$ cat src/rtl/imem_loader.sv
// Instruction-memory loader: assembles a little-endian byte stream into 32-bit words
// and writes them from address 0 while holding the core.
module imem_loader #(
    parameter int DEPTH = 32
) (
    input  logic        clk,
    input  logic        rst,
    input  logic        start,
    input  logic        byte_valid,
    input  logic [7:0]  byte_data,
    output logic        byte_ready,
    output logic        imem_we,
    output logic [31:0] imem_waddr,
    output logic [31:0] imem_wdata,
    output logic        core_hold,
    output logic        done,
    output logic        err
);

    localparam logic [2:0] S_IDLE  = 3'd0;
    localparam logic [2:0] S_COUNT = 3'd1;
    localparam logic [2:0] S_DATA  = 3'd2;
    localparam logic [2:0] S_WRITE = 3'd3;
    localparam logic [2:0] S_DONE  = 3'd4;
    localparam logic [2:0] S_ERR   = 3'd5;

    localparam logic [7:0] LP_DEPTH = 8'(DEPTH);

    logic [2:0]  r_state;
    logic [7:0]  r_count;
    logic [7:0]  r_word_idx;
    logic [1:0]  r_lane;
    logic [31:0] r_asm;
    logic        w_xfer;

    assign w_xfer = byte_valid && byte_ready;

    always_ff @(posedge clk) begin
        if (rst) begin
            r_state    <= S_IDLE;
            r_count    <= '0;
            r_word_idx <= '0;
            r_lane     <= '0;
            r_asm      <= '0;
        end else begin
            case (r_state)
                S_IDLE, S_ERR: begin
                    if (start) r_state <= S_COUNT;
                end
                S_COUNT: begin
                    if (w_xfer) begin
                        r_count <= byte_data;
                        if (byte_data == 8'd0) begin
                            r_state <= S_DONE;
                        end else if (byte_data > LP_DEPTH) begin
                            r_state <= S_ERR;
                        end else begin
                            r_word_idx <= '0;
                            r_lane     <= '0;
                            r_state    <= S_DATA;
                        end
                    end
                end
                S_DATA: begin
                    if (w_xfer) begin
                        r_asm[{r_lane, 3'b000} +: 8] <= byte_data;
                        r_lane <= r_lane + 2'd1;
                        if (r_lane == 2'd3) r_state <= S_WRITE;
                    end
                end
                S_WRITE: begin
                    // Index advances on the edge that ends the write, so the address stays stable during it.
                    r_word_idx <= r_word_idx + 8'd1;
                    if (r_word_idx + 8'd1 == r_count) r_state <= S_DONE;
                    else                              r_state <= S_DATA;
                end
                S_DONE:  r_state <= S_IDLE;
                default: r_state <= S_IDLE;
            endcase
        end
    end

    always_comb begin
        byte_ready = (r_state == S_COUNT) || (r_state == S_DATA);
        imem_we    = (r_state == S_WRITE);
        imem_waddr = {22'd0, r_word_idx, 2'b00};
        imem_wdata = r_asm;
        core_hold  = (r_state == S_COUNT) || (r_state == S_DATA) ||
                     (r_state == S_WRITE) || (r_state == S_ERR);
        done       = (r_state == S_DONE);
        err        = (r_state == S_ERR);
    end

endmodule
$ cat config.mk
export PLATFORM = sky130hd
export DESIGN_NAME = imem_loader
export DESIGN_NICKNAME = d
export VERILOG_FILES = /design/src/rtl/imem_loader.sv
export SDC_FILE = /design/constraint.sdc
export NUM_CORES = 1
export LEC_CHECK = 0
export ABC_AREA = 1
export BUFFER_PORTS_ARGS = -buffer_cell sky130_fd_sc_hd__clkbuf_2
export CAP_MARGIN = 20
export CORE_MARGIN = 4
export CORE_UTILIZATION = 35
export CTS_CLUSTER_SIZE = 40
export DETAILED_ROUTE_END_ITERATION = 6
export GPL_TIMING_DRIVEN = 1
export REMOVE_ABC_BUFFERS = 1
export SLEW_MARGIN = 15
export SYNTH_ARGS = -nofsm -noshare
export SYNTH_HDL_FRONTEND = slang
export SYNTH_SLANG_ARGS = --single-unit
$ cat constraint.sdc
create_clock -name clk -period 3.8 [get_ports clk]
set_input_delay 0.57 -clock clk [delete_from_list [all_inputs] [get_ports clk]]
set_output_delay 0.57 -clock clk [all_outputs]
set_load 0.005 [all_outputs]
==> impl_results.md, run 1 <==
* Worst-path clk slew at 0.10 ns
* Largest area contributor in the synthesized netlist: dfxtp_1
* Tightest Pin Transition at 0.9009 ns
* Crit path max-delay family: flip-flops
* Chip Height at 98.40 um
* WL final at 6.984 mm
* Sequential share of power at 0.454
* Core ar. at 0.007848 mm2
* Met2 Track Usage GR at 0.2527
* Rows at 32
* Pint at 914.5 uW
* Async set or reset register ratio after synthesis at 0
* Vias in the first global route at 2468
* EDFF count, synth at 0
* Setup crit start kind: flip-flop
* Switching part of the total power at 0.3572
* Status: complete, no violations
* Arrival @ worst endpoint at 2.73 ns
* Clk buf depth at 2
* Vias per cell at 4.739
* Fraction of layout cells with a size suffix above 1 at 0.1689
* Nets@finish at 469
* Largest net degree at the start of global routing at 45
* Buffers on Ports at 56
* Clock root buffer: clkbuf_8
* Yosys warnings at 0
* Syn Area/Cell at 7.097 um2
* Hold buffer count at cts at 0
* Pleak at 0.001396 uW
* Finish-stage setup viols at 0
* GR peak layer: met2
* Hold Fails Final Rpt at 0
* Crit path top cell by count: inv_1
* # DRC at 0
* Clock Sinks at 53
* Clock group share of total power at 0.267
* Slew headroom at 0.3994
* CP Max Fanout at 18
* Final setup TNS at 0 ns
* Max-cap violations at 0
* Slew Viols, Final at 0
* GR Util met1 at 0.1765
* Hold slack at 0.4615 ns
* RePlAce Congestion at 0.8291
* Inserted Diodes at 0
* P&R area growth vs syn at 11.59%
* First-pass GRT wire length at 11.68 mm
* Via count at 2616
* Post-route ant nets at 0
* Reg2Reg Setup Slack at 1.30 ns
* CTS H-tree depth at 2
* Fmax at 400.2 MHz
* Crit path cell chain: inv_1 -> ha_1 -> inv_1 -> nor2_1 -> inv_1 -> or3_1 -> a21oi_1
* TritonCTS clock tree: yes
* GRT met3 Usage at 0.03429
* WL/cell at 12.65 um
* IO Pins at 81
* Most frequent cells in the layout: nand2_1 (93), clkbuf_2 (56), dfxtp_1 (53)
* Period utilization at 0.6575
* Setup Skew at 0.005475 ns
* Crit path buffers/inverters at 3
* Synth top area cells: dfxtp_1 (37%), nand2_1 (12%), a21oi_1 (7.7%)
* Initial DRC Count at 127
* GR Overflow Total at 0
* Cell Area, Synth at 0.002860 mm2
* Inserted Clock Buffers at 5
* Period minus WS final at 2.499 ns
* CP max-delay cell: dfxtp_1
* Net Sw Power at 508.2 uW
* Top-area cell type share of the netlist area at 0.3710
* Total setup buffers inserted after CTS at 0
* Antenna violations before repair at 0
* WS Path Type: reg -> reg
* First-pass DRT Iterations at 4
* Netlist cell types at 32
* Comb pwr share at 0.279
* Synth Register Bits at 53
* Post-cts sizing count at 0
* Worst-Skew Late Latency at 0.30 ns
* Most common cell after layout, fill and taps aside: nand2_1
* Seq/Total Area, Yosys at 0.3710
* Die footprint at 0.009683 mm2
* Worst vdd ir at 0.2072 mV
* Hold Crit Class: reg -> reg
* Initial cell density of the core at 0.3645
* Slowest stage delay, CP at 0.71 ns
* Critical Path End Type: flip-flop
* RSZ-0062 raised after global routing: false
* Detailed Place HPWL at 5.088 mm
* Worst path required time at 4.03 ns
* PD cells at 445.7 mW/mm2
* Tot GR Track Use at 0.1444
* Synth Instances at 403
* Die Span X at 98.40 um
* Synth Flop Type: dfxtp_1
-- area by class of cell --
class	count	area (um2)
clock buffers	5	68.82
repair buffers	56	280.3
multi-input cells	291	1455
clock inverters	2	35.03
flip-flops and latches	53	1061
inverters	43	163.9
fillers	831	4656
well taps	102	127.6
-- worst min-delay path, cell delays in order (launching register included) --
cell,delay (ns)
dfxtp_1,0.32
inv_1,0.04
a211oi_1,0.05
-- metal layers --
metal	vias up	share of wire
met5	-	0
met1	1178	0.46
met4	0	0.014
li1	1362	-
met3	8	0.050
met2	68	0.48
-- stage by stage --
step	setup slack (ns)	std cells	total power (uW)	instance area [um2]	util
floorplan	1.748	387	935.9	2680	-
global placement	1.479	545	1048	3088	0.3935
detailed placement	1.363	545	1054	3088	0.3935
CTS	1.336	552	1435	3192	0.4067
global route	1.045	552	1521	3192	0.4067
finish	1.301	552	1423	3192	0.4067
-- logic make-up after synthesis --
group	count (synthesis)	share of synthesized area
buf+inv	82	0.1505
fa+ha+maj	7	0.03062
compound gates	73	0.1391
xor+xnor	2	0.006125
simple gates	185	0.3014
other cells	1	0.001311
flops	53	0.3710
-- synth_stat cells, types with 2 or more instances --
cell and n:
nand2_1 93, dfxtp_1 53, a21oi_1 44, inv_1 40
nand3_1 26, buf_4 25, nor2_1 22, or3_1 16
o21ai_0 13, nor3_1 12, a211oi_1 7, a31oi_1 7
clkbuf_1 7, ha_1 7, nand3b_1 4, buf_2 3
buf_6 3, inv_2 2, nand2_4 2, nand4_1 2
nor2_2 2, nor2_4 2, or2_2 2
-- final timing paths --
path                               start                     endpoint  cells past startpoint
max               r_lane[0]$_SDFFE_PP0P_  imem_wdata[13]$_SDFFE_PP0P_                      7
min          imem_wdata[23]$_SDFFE_PP0P_  imem_wdata[23]$_SDFFE_PP0P_                      2
max reg2reg       r_lane[0]$_SDFFE_PP0P_  imem_wdata[13]$_SDFFE_PP0P_                      7
min reg2reg  imem_wdata[23]$_SDFFE_PP0P_  imem_wdata[23]$_SDFFE_PP0P_                      2
-- sequential cells by signal, indices dropped and copies added, names as in the netlist --
| register | cells |
|---|---|
| r_lane | 2 |
| r_word_idx | 8 |
| r_state | 3 |
| r_count | 8 |
| imem_wdata | 32 |
-- power groups by stage --
stage,logic (uW),registers (uW),clock network [uW]
after detailed placement,396,659,0
after global placement,391,657,0
after CTS,400,646,389
final,397,646,380
after global routing,460,654,407
after floorplan,290,646,0
(Power assumes the default switching activity.)
==> run 2, diff against run 1 <==
ABC_AREA = 0   (was 1)
clock period = 2.5 ns   (was 3.8 ns; I/O delays follow)
==> run 2 against run 1 <==
Against the previous run: register-to-register slack worse by 0.77 ns; hold slack worse by 0.072 ns; utilization is 0.24 points lower; sequential power is 47% higher; largest power group unchanged; synthesized area is 2.1% lower; non-clock buffer count is 7 higher; combinational power is 2% higher; critical path type is now reg -> out.
==> impl_results.md, run 2 <==
* Hold Crit Start: byte_data[2]
* Post-cts sizing count at 0 (unchanged)
* Setup Skew at 0.01605 ns (+0.01057 ns)
* P&R area growth vs syn at 12.20%
* CP startpoint: r_state[0]$_SDFFE_PP0P_
* Crit path buffers/inverters at 1 (-2)
* Worst r2r src: r_state[0]$_SDFFE_PP0P_
* Period minus WS final at 2.063 ns
* Async set or reset register ratio after synthesis at 0 (unchanged)
* Crit path cell chain: or3b_1 -> or2b_1 -> clkbuf_2
* FILL cells at 839 (+0.96%)
* Most frequent cells in the layout: nand2_1 (61), clkbuf_2 (56), dfxtp_1 (53)
* Post-route insts no fill at 504 (-8.7%)
* Max FFs per register at 32 (unchanged)
* Hold Crit Class: in -> reg
* Tot GR Track Use at 0.1513 (+0.006868)
* Cell Area, Synth at 0.002799 mm2 (-2.1%)
* # DRC at 0 (unchanged)
* Pre-CTS setup slack at 0.4983 ns (-0.8646 ns)
* Buffers on Ports at 56 (unchanged)
* Combinational family with the most area after synthesis: simple AND/OR/NAND/NOR gates
* Final setup TNS at 0 ns (unchanged)
* Power consumption at 1880 uW (+32%)
* Vias per cell at 4.946 (+4.4%)
* Core ar. at 0.007767 mm2 (-1.0%)
* Pleak at 0.001201 uW (-14%)
* Synth Instances at 351 (-13%)
* Die footprint at 0.009492 mm2 (-2.0%)
* Die Span X at 97.43 um (-0.99%)
* Syn Area/Cell at 7.974 um2 (+12%)
* Final instance area at 0.003141 mm2 (-1.6%)
* Setup crit start kind: flip-flop
* Synth top area cells: dfxtp_1 (38%), a21oi_1 (8.8%), nand2_1 (8.2%)
* Fraction of layout cells with a size suffix above 1 at 0.2040 (+0.03509)
* Detailed Place HPWL at 5.153 mm (+1.3%)
* Fmax at 484.6 MHz
* Hold buffer count at cts at 0 (unchanged)
* Initial cell density of the core at 0.3603 (-0.004136)
* Finish-stage setup viols at 0 (unchanged)
* Slowest stage delay, CP at 0.54 ns (-0.17 ns)
* Setup ws final at 0.4366 ns (-0.8647 ns)
* Multiplexer share of the synthesized area at 0.007152 (+0.007152)
* RSZ-0062 raised after global routing: false
* Worst vdd ir at 0.2180 mV (+5.2%)
* Post-route ant nets at 0 (unchanged)
* Most common cell after layout, fill and taps aside: nand2_1
* Chip Height at 97.43 um (-0.99%)
* Vias in the first global route at 2315 (-6.2%)
* Arrival @ worst endpoint at 1.69 ns (-1.04 ns)
* Multi-input gate area at 0.001490 mm2 (+2.4%)
* Commonest cells in the netlist: nand2_1 (61), dfxtp_1 (53), a21oi_1 (49)
* CP max-delay cell: or3b_1
* First-pass DRT Iterations at 4 (unchanged)
* Crit path max-delay family: simple AND/OR/NAND/NOR gates
* Largest net degree at the start of global routing at 39 (-13%)
* Largest area contributor in the synthesized netlist: dfxtp_1
* Post-Synth XOR/XNOR Area at 0.03442 (+0.02830)
* WL final at 7.189 mm (+2.9%)
* Initial DRC Count at 142 (+12%)
* CTS H-tree depth at 2 (unchanged)
* Top-area cell type share of the netlist area at 0.3791 (+0.008125)
* Yosys warnings at 0 (unchanged)
* Status: complete, no violations
* Worst path required time at 2.12 ns (-1.91 ns)
* Dpl cell area at 0.003042 mm2 (-1.5%)
* GR Overflow Total at 0 (unchanged)
* Via count at 2493 (-4.7%)
* Worst-path clk slew at 0.10 ns (about the same)
* Clk buf depth at 2 (unchanged)
* WL/cell at 14.26 um (+13%)
* Synth Area in Compound Gates at 0.1600 (+0.02093)
* CP Max Fanout at 10 (-8)
* Nets@finish at 420 (-10%)
* Slew Viols, Final at 0 (unchanged)
* Number of instances in the placed design at 496 (-9.0%)
* Post-synthesis simple-gate area fraction at 0.2673 (-0.03408)
* Leading cell type by number of instances after synthesis: nand2_1
* RePlAce Congestion at 0.8413 (+1.5%)
* Total setup buffers inserted after CTS at 0 (unchanged)
* First-pass GRT wire length at 11.87 mm (+1.6%)
* Hold Fails Final Rpt at 0 (unchanged)
* Netlist cell types at 50 (+56%)
* TritonCTS clock tree: yes
* Register area at 0.001061 mm2 (unchanged)
* Max-cap violations at 0 (unchanged)
* Clock root buffer: clkbuf_8
* EDFF count, synth at 0 (unchanged)
* Seq/Total Area, Yosys at 0.3791 (+0.008125)
* PD cells at 598.6 mW/mm2 (+34%)
* IO Pins at 81 (unchanged)
* Critical Path End Type: primary output
* Inserted Clock Buffers at 5 (unchanged)
* Antenna violations before repair at 0 (unchanged)
* WS Path Type: reg -> out
* Clock Sinks at 53 (unchanged)
* Adder-Cell Fraction of Synth Area at 0.03129 (+0.0006707)
* Synth Flop Type: dfxtp_1
* Inserted Diodes at 0 (unchanged)
* Period utilization at 0.8254
* Worst-Skew Late Latency at 0.32 ns (+0.02 ns)
* Synth Register Bits at 53 (unchanged)
* Rows at 32 (unchanged)
run 2: cell count changes after synthesis, sizes merged, moves of 6 or more:
cell    delta
nand3     +10
nand2     -34
xnor2      +8
clkbuf     +6
inv       -36
or3       -13
nor2      -11
a21oi      +6
a31oi      -7
run 2: layer usage:
metal / wire length, um / up-vias / track usage
li1: - / 1265 / -
met5: 0 / - / 0
met4: 65 / 0 / 0.03514
met1: 3461 / 1157 / 0.2146
met3: 379 / 5 / 0.03087
met2: 3283 / 66 / 0.2362
run 2: kinds of logic after synthesis:
group                      count (synthesis)
and+or+nand+nor                          150
AOI/OAI and AO/OA                         76
DFF                                       53
buffers and inverters                     51
xor gates and xnor gates                  11
adders and majority gates                  7
muxes                                      2
other                                      1
run 2: worst min-delay path, stage by stage:
cell and delay [ns]:
clkbuf_2 0.15, nand2_1 0.08, a21oi_1 0.05
run 2: power by group:
part,internal (uW),switching [uW],leakage (uW)
clock network,229,298,0.0000478
registers,883,65.6,0.000428
logic,165,240,0.000726
run 2: worst paths after layout:
path | endpoint | slack, ns | cells past startpoint
worst min-delay path | r_count[2]$_SDFFE_PP0P_ | 0.39 | 3
worst max register to register | r_word_idx[7]$_SDFFE_PP0P_ | 0.53 | 4
worst min register to register | imem_wdata[31]$_SDFFE_PP0P_ | 0.46 | 2
worst max-delay path | byte_ready | 0.44 | 3
run 2: area by class of cell:
cell class	count	share of cell area
Timing Repair Buffer	63	0.1060
Multi-Input combinational cell	270	0.4745
Clock inverter	2	0.005179
Sequential cell	53	0.3378
Tap cell	102	0.04064
Inverter	8	0.009562
Clock buffer	6	0.02629
run 2: metrics by stage:
step	hold WS [ns]	utilization
after global placement	0.4403	0.3916
after floorplan	0.4420	-
after global routing	0.4102	0.4043
after detailed placement	0.4437	0.3916
final	0.3899	0.4043
after CTS	0.3827	0.4043
